$ cat src/rtl/mod_addsub_pipe.sv
// Three-stage valid/ready modular adder/subtractor computing (a +/- b) mod P.
// Stage 1 forms propagate/generate, stage 2 resolves group carries, stage 3 corrects.
module mod_addsub_pipe #(
    parameter int                DATA_W = 64,
    parameter int                GRP_W  = 11,
    parameter logic [DATA_W-1:0] P      = 64'hFFFF_FFFF_0000_0001,
    parameter int                TAG_W  = 14
) (
    input  logic              clk,
    input  logic              rst_n,
    input  logic              in_valid,
    output logic              in_ready,
    input  logic              in_sub,
    input  logic [DATA_W-1:0] in_a,
    input  logic [DATA_W-1:0] in_b,
    input  logic [TAG_W-1:0]  in_tag,
    output logic              out_valid,
    input  logic              out_ready,
    output logic [DATA_W-1:0] out_res,
    output logic [TAG_W-1:0]  out_tag,
    output logic              out_range_err
);
    localparam int NGRP  = 6;
    localparam int EXT_W = NGRP * GRP_W;
    localparam int PAD_W = EXT_W - DATA_W;

    logic v1_q, v2_q, v3_q;
    logic v1_d, v2_d, v3_d;
    logic load1, load2, load3;

    logic [DATA_W-1:0] bEff;
    logic [DATA_W-1:0] p1_d, g1_d, p1_q, g1_q;
    logic [EXT_W-1:0]  pExt, gExt;
    logic [NGRP-1:0]   grpP1_d, grpG1_d, grpP1_q, grpG1_q;
    logic              err1_d, err1_q, sub1_q;
    logic [TAG_W-1:0]  tag1_q;

    logic [NGRP:0]     grpCarry;
    logic [DATA_W-1:0] sum2_d, diff2_d, sum2_q, diff2_q;
    logic              cout2_d, geP2_d, cout2_q, geP2_q;
    logic              sub2_q, err2_q;
    logic [TAG_W-1:0]  tag2_q;

    logic [DATA_W-1:0] res3_d, res3_q;
    logic [TAG_W-1:0]  tag3_q;
    logic              err3_q;

    always_comb begin
        load3 = !v3_q || out_ready;
        load2 = !v2_q || load3;
        load1 = !v1_q || load2;
        v1_d  = load1 ? in_valid : v1_q;
        v2_d  = load2 ? v1_q : v2_q;
        v3_d  = load3 ? v2_q : v3_q;
    end

    assign in_ready = rst_n && load1;

    always_comb begin
        bEff   = in_sub ? ~in_b : in_b;
        p1_d   = in_a ^ bEff;
        g1_d   = in_a & bEff;
        err1_d = (in_a >= P) || (in_b >= P);
    end

    // Padding bits propagate and never generate, so the top group acts at its real width.
    assign pExt = {{PAD_W{1'b1}}, p1_d};
    assign gExt = {{PAD_W{1'b0}}, g1_d};

    always_comb begin : groupPropGen
        logic gAcc;
        gAcc    = 1'b0;
        grpP1_d = '0;
        grpG1_d = '0;
        for (int k = 0; k < NGRP; k++) begin
            grpP1_d[k] = &pExt[k*GRP_W +: GRP_W];
            gAcc = 1'b0;
            for (int j = 0; j < GRP_W; j++) begin
                gAcc = gExt[k*GRP_W + j] | (pExt[k*GRP_W + j] & gAcc);
            end
            grpG1_d[k] = gAcc;
        end
    end

    always_comb begin : carryResolve
        logic c;
        c           = 1'b0;
        grpCarry    = '0;
        grpCarry[0] = sub1_q;
        for (int k = 0; k < NGRP; k++) begin
            grpCarry[k+1] = grpG1_q[k] | (grpP1_q[k] & grpCarry[k]);
        end
        sum2_d = '0;
        for (int i = 0; i < DATA_W; i++) begin
            if (i % GRP_W == 0) begin
                c = grpCarry[i / GRP_W];
            end
            sum2_d[i] = p1_q[i] ^ c;
            c = g1_q[i] | (p1_q[i] & c);
        end
        cout2_d = grpCarry[NGRP];
        diff2_d = sum2_d + ~P + DATA_W'(1);
        geP2_d  = sum2_d >= P;
    end

    // A clear carry-out on subtraction is a borrow and needs P added back.
    always_comb begin
        res3_d = sum2_q;
        if (!sub2_q) begin
            if (cout2_q || geP2_q) begin
                res3_d = diff2_q;
            end
        end else if (!cout2_q) begin
            res3_d = sum2_q + P;
        end
    end

    always_ff @(posedge clk) begin
        if (!rst_n) begin
            v1_q <= 1'b0;
            v2_q <= 1'b0;
            v3_q <= 1'b0;
        end else begin
            v1_q <= v1_d;
            v2_q <= v2_d;
            v3_q <= v3_d;
        end
    end

    always_ff @(posedge clk) begin
        if (load1 && in_valid) begin
            p1_q    <= p1_d;
            g1_q    <= g1_d;
            grpP1_q <= grpP1_d;
            grpG1_q <= grpG1_d;
            err1_q  <= err1_d;
            sub1_q  <= in_sub;
            tag1_q  <= in_tag;
        end
    end

    always_ff @(posedge clk) begin
        if (load2 && v1_q) begin
            sum2_q  <= sum2_d;
            diff2_q <= diff2_d;
            cout2_q <= cout2_d;
            geP2_q  <= geP2_d;
            sub2_q  <= sub1_q;
            err2_q  <= err1_q;
            tag2_q  <= tag1_q;
        end
    end

    always_ff @(posedge clk) begin
        if (!rst_n) begin
            res3_q <= '0;
            tag3_q <= '0;
            err3_q <= 1'b0;
        end else if (load3 && v2_q) begin
            res3_q <= res3_d;
            tag3_q <= tag2_q;
            err3_q <= err2_q;
        end
    end

    assign out_valid     = v3_q;
    assign out_res       = res3_q;
    assign out_tag       = tag3_q;
    assign out_range_err = err3_q;

endmodule

$ cat config.mk
export PLATFORM = sky130hd
export DESIGN_NAME = mod_addsub_pipe
export DESIGN_NICKNAME = d
export VERILOG_FILES = /design/src/rtl/mod_addsub_pipe.sv
export SDC_FILE = /design/constraint.sdc
export NUM_CORES = 1
export LEC_CHECK = 0
export ABC_CLOCK_PERIOD_IN_PS = 41800
export CAP_MARGIN = 20
export CORE_UTILIZATION = 60
export DETAILED_ROUTE_END_ITERATION = 10
export PLACE_DENSITY = 0.86
export REMOVE_ABC_BUFFERS = 1
export SKIP_CTS_REPAIR_TIMING = 1
export SYNTH_ARGS = -nofsm -noshare
export SYNTH_HDL_FRONTEND = slang
export SYNTH_SLANG_ARGS = --single-unit
$ cat constraint.sdc
create_clock -name clk -period 41.8 [get_ports clk]
set_clock_uncertainty 0.1 [all_clocks]
set_input_delay 10.45 -clock clk [delete_from_list [all_inputs] [get_ports clk]]
set_output_delay 10.45 -clock clk [all_outputs]
set_load 0.005 [all_outputs]
==> impl_metrics.tcl, run 1 <==
set metrics [dict create \
    dp_hpwl_um 33400 \
    cp-endpoint "in_ready" \
    synth-seq-cells 378 \
    cts_made_buffers 40 \
    cp.required_ns 31.25 \
    tritoncts "done" \
    worstSetupPathType "input port to output pin" \
    clock_latency_ns 0.53 \
    slowest_delay_ns 0.61 \
    worstReg2RegStart "sub1_q" \
    clkTransAtPathRegs_ns 0.06 \
    portBuffers 227 \
    synth_top_family_by_area "simple AND/OR/NAND/NOR gates" \
    vias 13700 \
    avgViaCountPerCell 6.18 \
    drv_slew 0 \
    post_synth.cell_area_avg_um2 11.9 \
    min_period_ns 22.79 \
    hold_path.class "flip-flop to flip-flop" \
    ir_drop_v 0.0000303 \
    ys_warn_count 0 \
    final_common_cell "edfxtp_1" \
    ant_nets 0 \
    synth_cells 1562 \
    synth-simple-area-share 0.148 \
    yosys.area.top_type_share 0.478 \
    async_flop_share 0 \
    power_switching_mw 0.258 \
    path_common_cell "clkdlybuf4s50_1" \
    power_frac_seq 0.469 \
    clock.fmax_ghz 0.0439 \
    drt-initial-drc-count 1208 \
    synth_fa_ha_area_frac 0.0841 \
    area_growth_pct 22.1 \
    htreeDepth 2 \
    grt_max_degree 105 \
    design.core.area_mm2 0.0305 \
    clock-sinks 378 \
    slowest_stage "nor2b_1" \
    start_util 0.609 \
    drive_gt1_frac 0.0939 \
    synth.yosys.seq_area_share 0.567 \
    grt_pass1_wl_um 72300 \
    die_area_mm2 0.0317 \
    yosysTopAreaCell "edfxtp_1" \
    setup_viol 0 \
    final_cell_mix "edfxtp_1, clkdlybuf4s50_1, nand2_1, ha_1, xor2_1" \
    cts_buffer_depth 3 \
    timing_hold_violations_final 0 \
    grt_pass1_vias 13200 \
    fillers 1976 \
    synth_edf_count 296 \
    r2r-end "diff2_q[60]" \
    row_count 64 \
    endpoint_kind "output pin" \
    diodes 0 \
    cp_cell_sequence "clkdlybuf4s50_1, nor2b_1, nand3_1, and2_1, clkdlybuf4s50_1" \
    cts_root_buffer "clkbuf_16" \
    cp_data_arrival_time_ns 12.24 \
    synth_compound_gate_area_share 0.100 \
    synthXorXnorAreaFrac 0.0721 \
    p_int_mw 0.749 \
    gp_congestion 0.952 \
    leakagePower_nw 8.14 \
    r2r_slack_ns 33.83 \
    status "finished clean" \
    grt_overflow 0 \
    powerDensity_mw_per_mm2 44.4 \
    fin_tns_setup_ns 0 \
    synth_cell_types 70 \
    swShare 0.257 \
    synth_area_mm2 0.0186 \
    drc_errors 0 \
    grtUsageTotal 0.297 \
    firstDrtPassIters 5 \
    io_pins 228 \
    finalNetCount 2063 \
    fin_crit_sh 0.545 \
    cp-startpoint "out_ready" \
    cp_max_fo 7 \
    p_total_mw 1.01 \
    r2r_cells 28 \
    synth_mux_area_frac 0.0142 \
    cap_violations 0 \
    wl_per_cell_um 21.0 \
    antenna_found_initial 1 \
    synth_area_leaders "edfxtp_1, dfxtp_1, ha_1, xor2_1, nand2_1" \
    grt_setup_unrepaired "no" \
    synth-main-ff-cell "edfxtp_1" \
    p_clk_frac 0.364 \
    slew_headroom 0.259 \
    routed_wl_um 46600 \
    p_comb_frac 0.167 \
    die_w_um 178 \
    start_kind "input port" \
    worst_pin_slew_ns 1.10 \
    die_h_um 178 \
]
-- state kept, by name, indices dropped and copies added, names as in the netlist --
register       flops
grpP1_q            6
p1_q              64
v2_q               1
g1_q              58
cout2_q            1
geP2_q             1
err2_q             1
out_res           64
sub1_q             1
v1_q               1
tag2_q            14
out_tag           14
tag1_q            14
out_valid          1
sum2_q            64
err1_q             1
diff2_q           64
grpG1_q            6
sub2_q             1
out_range_err      1
-- through the flow --
step | utilization | instances | hold WS (ns) | setup WS [ns] | instance area, µm²
after global routing | 0.744 | 2218 | 0.323 | 18.89 | 22700
after global placement | 0.698 | 2144 | 0.300 | 19.05 | 21300
final | 0.744 | 2218 | 0.313 | 19.01 | 22700
after detailed placement | 0.698 | 2144 | 0.305 | 18.98 | 21300
after CTS | 0.743 | 2217 | 0.312 | 19.00 | 22700
after floorplan | - | 1506 | 0.300 | 19.74 | 18400
-- cell type report --
class	instances	area [µm²]	area share
Clock buffer	52	1160	0.0513
Sequential cell	378	10500	0.464
Timing Repair Buffer	243	2400	0.106
Inverter	15	56.3	0.00248
Clock inverter	21	213	0.00937
Tap cell	396	495	0.0218
Multi-Input combinational cell	1113	7830	0.345
-- logic make-up after synthesis --
logic type,after synthesis
AO/OA/AOI/OAI,285
XOR/XNOR,153
adder cells (fa/ha/maj),125
buffers and inverters,71
flip-flops,378
multiplexers,25
AND/OR/NAND/NOR,525
-- worst min-delay path by stage --
| stage | start | end | slack (ns) | depth (start not counted) |
|---|---|---|---|---|
| floorplan | err1_q | err2_q | 0.30 | 0 |
| global placement | tag1_q[4] | tag2_q[4] | 0.30 | 0 |
| detailed placement | tag1_q[8] | tag2_q[8] | 0.30 | 0 |
| CTS | tag1_q[8] | tag2_q[8] | 0.31 | 0 |
| global route | tag1_q[11] | tag2_q[11] | 0.32 | 0 |
| finish | tag1_q[8] | tag2_q[8] | 0.31 | 0 |
-- power by group through the flow --
| stage | Combinational (mW) | Clock [mW] | Sequential (mW) |
|---|---|---|---|
| floorplan | 0.0951 | 0 | 0.478 |
| global placement | 0.154 | 0 | 0.477 |
| detailed placement | 0.161 | 0 | 0.479 |
| CTS | 0.165 | 0.370 | 0.472 |
| global route | 0.182 | 0.385 | 0.475 |
| finish | 0.168 | 0.367 | 0.472 |
-- synthesized netlist by cell type, types with 8 or more instances --
cell / n
nor2b_1: 16
and2_1: 8
o31ai_1: 8
a21o_1: 19
nand2b_1: 9
clkbuf_1: 52
o21a_1: 8
nor3_1: 44
inv_1: 14
xnor2_1: 38
a21oi_1: 64
o221ai_1: 17
a21boi_0: 19
mux2_2: 11
nand2_1: 126
nand3_1: 32
nand4_1: 52
nor2_1: 78
a211oi_1: 16
ha_1: 125
edfxtp_1: 296
o21ai_0: 74
dfxtp_1: 82
nor4_1: 41
or3_1: 20
o211ai_1: 8
xor2_1: 115
and3_1: 12
or2_2: 58
mux2i_1: 14
-- layer usage --
| metal | track usage | vias up | share of wire | routed length, µm |
|---|---|---|---|---|
| li1 | - | 6380 | - | - |
| met1 | 0.426 | 6506 | 0.43 | 19900 |
| met2 | 0.467 | 730 | 0.46 | 21600 |
| met3 | 0.0494 | 86 | 0.089 | 4140 |
| met4 | 0.0837 | 2 | 0.022 | 1020 |
| met5 | 0 | - | 0.00036 | 17 |
-- critical path: cells and delay by family --
family	cells	cell delay [ns]
AND/OR/NAND/NOR	3	0.96
buffers and inverters	2	0.82
Power figures use the tool's default switching activity.
==> inputs of run 2 (changes only) <==
--- a/config.mk
+++ b/config.mk
@@ -5,11 +5,11 @@
 export SDC_FILE = /design/constraint.sdc
 export NUM_CORES = 1
 export LEC_CHECK = 0
-export ABC_CLOCK_PERIOD_IN_PS = 41800
+export ABC_CLOCK_PERIOD_IN_PS = 21500
 export CAP_MARGIN = 20
-export CORE_UTILIZATION = 60
+export CORE_UTILIZATION = 56
 export DETAILED_ROUTE_END_ITERATION = 10
-export PLACE_DENSITY = 0.86
+export PLACE_DENSITY = 0.81
 export REMOVE_ABC_BUFFERS = 1
 export SKIP_CTS_REPAIR_TIMING = 1
 export SYNTH_ARGS = -nofsm -noshare
==> constraint.sdc (replaced) <==
create_clock -name clk -period 21.5 [get_ports clk]
set_clock_uncertainty 0.1 [all_clocks]
set_input_delay 5.375 -clock clk [delete_from_list [all_inputs] [get_ports clk]]
set_output_delay 5.375 -clock clk [all_outputs]
set_load 0.005 [all_outputs]
==> run 2 against run 1 <==
Net effect:
- first-iteration DRC count up 1.2%
- via count down 1.1%
- global-route usage down 2.8 points
- hold slack improved by 0.00058 ns
- die area is 7.1% higher
- sequential power rose by 94%
- clock power rose by 89%
- final cell count grew 2.0%
- core utilization shrank 4.7 points
- routed wire length fell by 1.3%
==> impl_metrics.tcl, run 2 (synthesized netlist as in run 1, its figures left out) <==
set metrics [dict create \
    cts_root_buffer "clkbuf_16" \
    start_kind "input port" \
    finalWorstSetupSlack_ns 8.85 \
    status "finished clean" \
    place_ws_ns 8.83 \
    cp_cell_sequence "clkdlybuf4s50_1, nor2b_1, nand3_1, and2_1, clkdlybuf4s50_1" \
    slew_headroom 0.246 \
    grt_overflow 0 \
    worstHoldPathCells 0 \
    clock.fmax_ghz 0.0790 \
    drc_errors 0 \
    worstSetupPathType "input port to output pin" \
    grtUsageTotal 0.269 \
    row_count 66 \
    min_to "tag2_q[7]" \
    leakagePower_nw 8.12 \
    cap_violations 0 \
    firstDrtPassIters 8 \
    final_common_cell "edfxtp_1" \
    setup_viol 0 \
    grt_max_degree 102 \
    gp_congestion 0.908 \
    cts_buffer_depth 3 \
    dp_hpwl_um 33200 \
    cp_max_fo 7 \
    worstReg2RegStart "sub1_q" \
    wl_per_cell_um 20.3 \
    path_buf_inv 2 \
    cpLargestDelayFamily "simple AND/OR/NAND/NOR gates" \
    design.core.area_mm2 0.0326 \
    fin_tns_setup_ns 0 \
    area_growth_pct 22.2 \
    die_w_um 184 \
    drive_gt1_frac 0.0907 \
    portBuffers 227 \
    start_util 0.570 \
    r2r_slack_ns 13.68 \
    htreeDepth 2 \
    cts_made_buffers 39 \
    grt_pass1_wl_um 70500 \
    fin_crit_sh 0.589 \
    drv_slew 0 \
    grt_setup_unrepaired "no" \
    clkTransAtPathRegs_ns 0.06 \
    endpoint_kind "output pin" \
    tritoncts "done" \
    worst_pin_slew_ns 1.12 \
    drt-initial-drc-count 1222 \
    diodes 0 \
    hp-start "tag1_q[7]" \
    die_area_mm2 0.0339 \
    final_cell_mix "edfxtp_1, clkdlybuf4s50_1, nand2_1, ha_1, xor2_1" \
    path_common_cell "clkdlybuf4s50_1" \
    vias 13600 \
    slowest_stage "nor2b_1" \
    r2r-end "diff2_q[63]" \
    cp.required_ns 16.02 \
    timing_hold_violations_final 0 \
    antenna_found_initial 0 \
    io_pins 228 \
    r2r_cells 29 \
    ir_drop_v 0.0000481 \
    routed_wl_um 46000 \
    powerDensity_mw_per_mm2 85.1 \
    ant_nets 0 \
    min_period_ns 12.65 \
    die_h_um 184 \
    avgViaCountPerCell 5.99 \
    slowest_delay_ns 0.62 \
    finalNetCount 2062 \
    clock_latency_ns 0.54 \
    clock-sinks 378 \
    cp_data_arrival_time_ns 7.18 \
    hold_path.class "flip-flop to flip-flop" \
    grt_pass1_vias 12900 \
]
## run 2: cell count changes in the layout (fill, tap and decap cells not counted), moves of 2 or more
cell       previous run  this run
clkinv_2              7         5
inv_6                 4         1
clkinv_1              7         9
clkbuf_16            44        40
clkbuf_8              3         5
## run 2: layer usage
layer  track usage  wire length, µm
met5             0                0
met4        0.0827             1190
met3        0.0423             4080
met2         0.424            20800
met1         0.383            19900
## run 2: final cells by class
| type | count | area, µm² |
|---|---|---|
| clock buffers | 50 | 1090 |
| fillers | 2286 | 9900 |
| inverters | 15 | 56.3 |
| multi-input cells | 1113 | 7830 |
| flip-flops and latches | 378 | 10500 |
| well taps | 442 | 553 |
| repair buffers | 243 | 2420 |
| clock inverters | 21 | 239 |
## run 2: worst max-delay path by stage
stage / startpoint / end / cells past startpoint
global placement: out_ready / in_ready / 5
detailed placement: out_ready / in_ready / 5
floorplan: out_ready / cout2_q / 2
global route: out_ready / in_ready / 5
finish: out_ready / in_ready / 5
CTS: out_ready / in_ready / 5
## run 2: report_power, final
group	switching [mW]	internal, mW
sequential	0.0366	0.882
combinational	0.181	0.142
clock	0.275	0.418
## run 2: metrics by stage
| stage | cell area [µm²] | utilization | cells | hold WS (ns) | power [mW] |
|---|---|---|---|---|---|
| finish | 22700 | 0.697 | 2262 | 0.314 | 1.93 |
| global route | 22700 | 0.697 | 2262 | 0.320 | 2.00 |
| CTS | 22700 | 0.695 | 2260 | 0.316 | 1.94 |
| detailed placement | 21300 | 0.654 | 2189 | 0.306 | 1.24 |
| global placement | 21300 | 0.654 | 2189 | 0.302 | 1.23 |
| floorplan | 18400 | - | 1506 | 0.300 | 1.11 |
==> inputs of run 3 (changes only) <==
--- a/config.mk
+++ b/config.mk
@@ -5,7 +5,7 @@
 export SDC_FILE = /design/constraint.sdc
 export NUM_CORES = 1
 export LEC_CHECK = 0
-export ABC_CLOCK_PERIOD_IN_PS = 21500
+export ABC_CLOCK_PERIOD_IN_PS = 13000
 export CAP_MARGIN = 20
 export CORE_UTILIZATION = 56
 export DETAILED_ROUTE_END_ITERATION = 10
==> constraint.sdc (replaced) <==
create_clock -name clk -period 13 [get_ports clk]
set_clock_uncertainty 0.1 [all_clocks]
set_input_delay 3.25 -clock clk [delete_from_list [all_inputs] [get_ports clk]]
set_output_delay 3.25 -clock clk [all_outputs]
set_load 0.005 [all_outputs]
==> run 3 against run 2 <==
Net effect:
- combinational power rose by 64%
- clock power rose by 59%
- clock-buffer cell count rose by 1
- die area did not move
- register-to-register slack got worse by 8.3 ns
- flip-flop and latch count did not move
- non-clock buffer count fell by 1
- worst setup slack got worse by 4.3 ns
- core utilization fell by 0.32 points
- total power rose by 63%
- final cell count barely moved
- routed wire length fell by 0.46%
- largest power group unchanged
==> impl_metrics.tcl, run 3 (synthesized netlist as in run 1, its figures left out) <==
set metrics [dict create \
    leakagePower_nw 8.07 \
    area_growth_pct 21.7 \
    power_frac_seq 0.483 \
    grt_max_degree 89 \
    routed_wl_um 45800 \
    start_kind "input port" \
    drc_errors 0 \
    worstSetupPathType "input port to output pin" \
    cp_max_fo 7 \
    ant_nets 0 \
    power_switching_mw 0.825 \
    cts_buffer_depth 3 \
    drv_slew 0 \
    endpoint_kind "output pin" \
    clkTransAtPathRegs_ns 0.06 \
    vias 13600 \
    clock.fmax_ghz 0.119 \
    p_int_mw 2.33 \
    clock-sinks 378 \
    drt-initial-drc-count 1197 \
    final_common_cell "edfxtp_1" \
    grt_overflow 0 \
    start_util 0.570 \
    io_pins 228 \
    powerDensity_mw_per_mm2 139 \
    route.met2.wl_um 20800 \
    wl_per_cell_um 20.2 \
    antenna_found_initial 0 \
    slowest_delay_ns 0.62 \
    die_h_um 184 \
    design.core.area_mm2 0.0326 \
    grt_pass1_wl_um 71600 \
    avgViaCountPerCell 6.00 \
    cap_violations 0 \
    placed_area_mm2 0.0213 \
    firstDrtPassIters 6 \
    diodes 0 \
    slew_headroom 0.301 \
    die_area_mm2 0.0339 \
    path_common_cell "clkdlybuf4s50_1" \
    p_total_mw 3.15 \
    cts_root_buffer "clkbuf_16" \
    cp_cell_sequence "clkdlybuf4s50_1, nor2b_1, nand3_1, and2_1, clkdlybuf4s50_1" \
    timing_hold_violations_final 0 \
    min_period_ns 8.41 \
    grt_setup_unrepaired "no" \
    met1_length_um 20200 \
    die_w_um 184 \
    finalNetCount 2062 \
    p_clk_frac 0.349 \
    swShare 0.262 \
    hold_path.class "flip-flop to flip-flop" \
    htreeDepth 2 \
    clock_latency_ns 0.53 \
    final_cell_mix "edfxtp_1, clkdlybuf4s50_1, nand2_1, ha_1, xor2_1" \
    grt_pass1_vias 13100 \
    ir_drop_v 0.0000840 \
    fin_crit_sh 0.647 \
    gp_congestion 0.929 \
    tritoncts "done" \
    dp_hpwl_um 33600 \
    wl_met3_um 4010 \
    status "finished clean" \
    cp.required_ns 9.65 \
    slowest_stage "nor2b_1" \
    portBuffers 227 \
    grtUsageTotal 0.272 \
    routed.top_layer "met4" \
    setup_viol 0 \
    worst_pin_slew_ns 1.04 \
    row_count 66 \
    cp_data_arrival_time_ns 5.06 \
    p_comb_frac 0.168 \
    cts_made_buffers 40 \
    holdWs_ns 0.315 \
    drive_gt1_frac 0.0928 \
    stdcell_area_mm2 0.0226 \
]
[run 3: cell types whose count changed in the layout (fill, tap and decap cells not counted), sizes merged]
| cell | change |
|---|---|
| buf | -1 |
| bufinv | -3 |
| clkbuf | +1 |
| clkinv | -1 |
| clkinvlp | +3 |
| inv | +3 |
[run 3: per-stage QoR]
step | instances | setup TNS (ns) | worst slack, ns | utilization
2_1_floorplan | 1506 | -271.74 | -1.86 | -
3_3_place_gp | 2190 | 0 | 4.64 | 0.654
3_5_place_dp | 2190 | 0 | 4.58 | 0.654
4_1_cts | 2264 | 0 | 4.58 | 0.693
5_1_grt | 2264 | 0 | 4.49 | 0.693
6_report | 2264 | 0 | 4.59 | 0.693
[run 3: metal layers]
| metal | track usage | vias to the layer above |
|---|---|---|
| li1 | - | 6376 |
| met1 | 0.395 | 6449 |
| met2 | 0.430 | 704 |
| met3 | 0.0360 | 65 |
| met4 | 0.0767 | 0 |
| met5 | 0 | - |
[run 3: final cells by class]
| cell class | instances | area (µm²) |
|---|---|---|
| inverter | 15 | 56.3 |
| fill | 2323 | 10000 |
| tap | 442 | 553 |
| clock inverter | 23 | 188 |
| timing repair buffer | 242 | 2380 |
| clock buffer | 51 | 1080 |
| multi-input combinational | 1113 | 7830 |
| sequential | 378 | 10500 |
[run 3: worst paths after layout]
path         cells after the start  slack (ns)     endpoint  startpoint
max                              5        4.59     in_ready   out_ready
min                              0        0.31    tag2_q[2]   tag1_q[2]
max reg2reg                     28        5.36  diff2_q[53]      sub1_q
min reg2reg                      0        0.31    tag2_q[2]   tag1_q[2]
[run 3: power by group through the flow]
stage	Sequential, mW	Clock (mW)	Combinational, mW
2_1_floorplan	1.54	0	0.306
3_3_place_gp	1.54	0	0.498
3_5_place_dp	1.54	0	0.515
4_1_cts	1.52	1.11	0.524
5_1_grt	1.53	1.16	0.575
6_report	1.52	1.10	0.529
[run 3: worst max-delay path: cells and delay by family]
family	cells	cell delay, ns
AND/OR/NAND/NOR	3	0.98
buffers and inverters	2	0.83
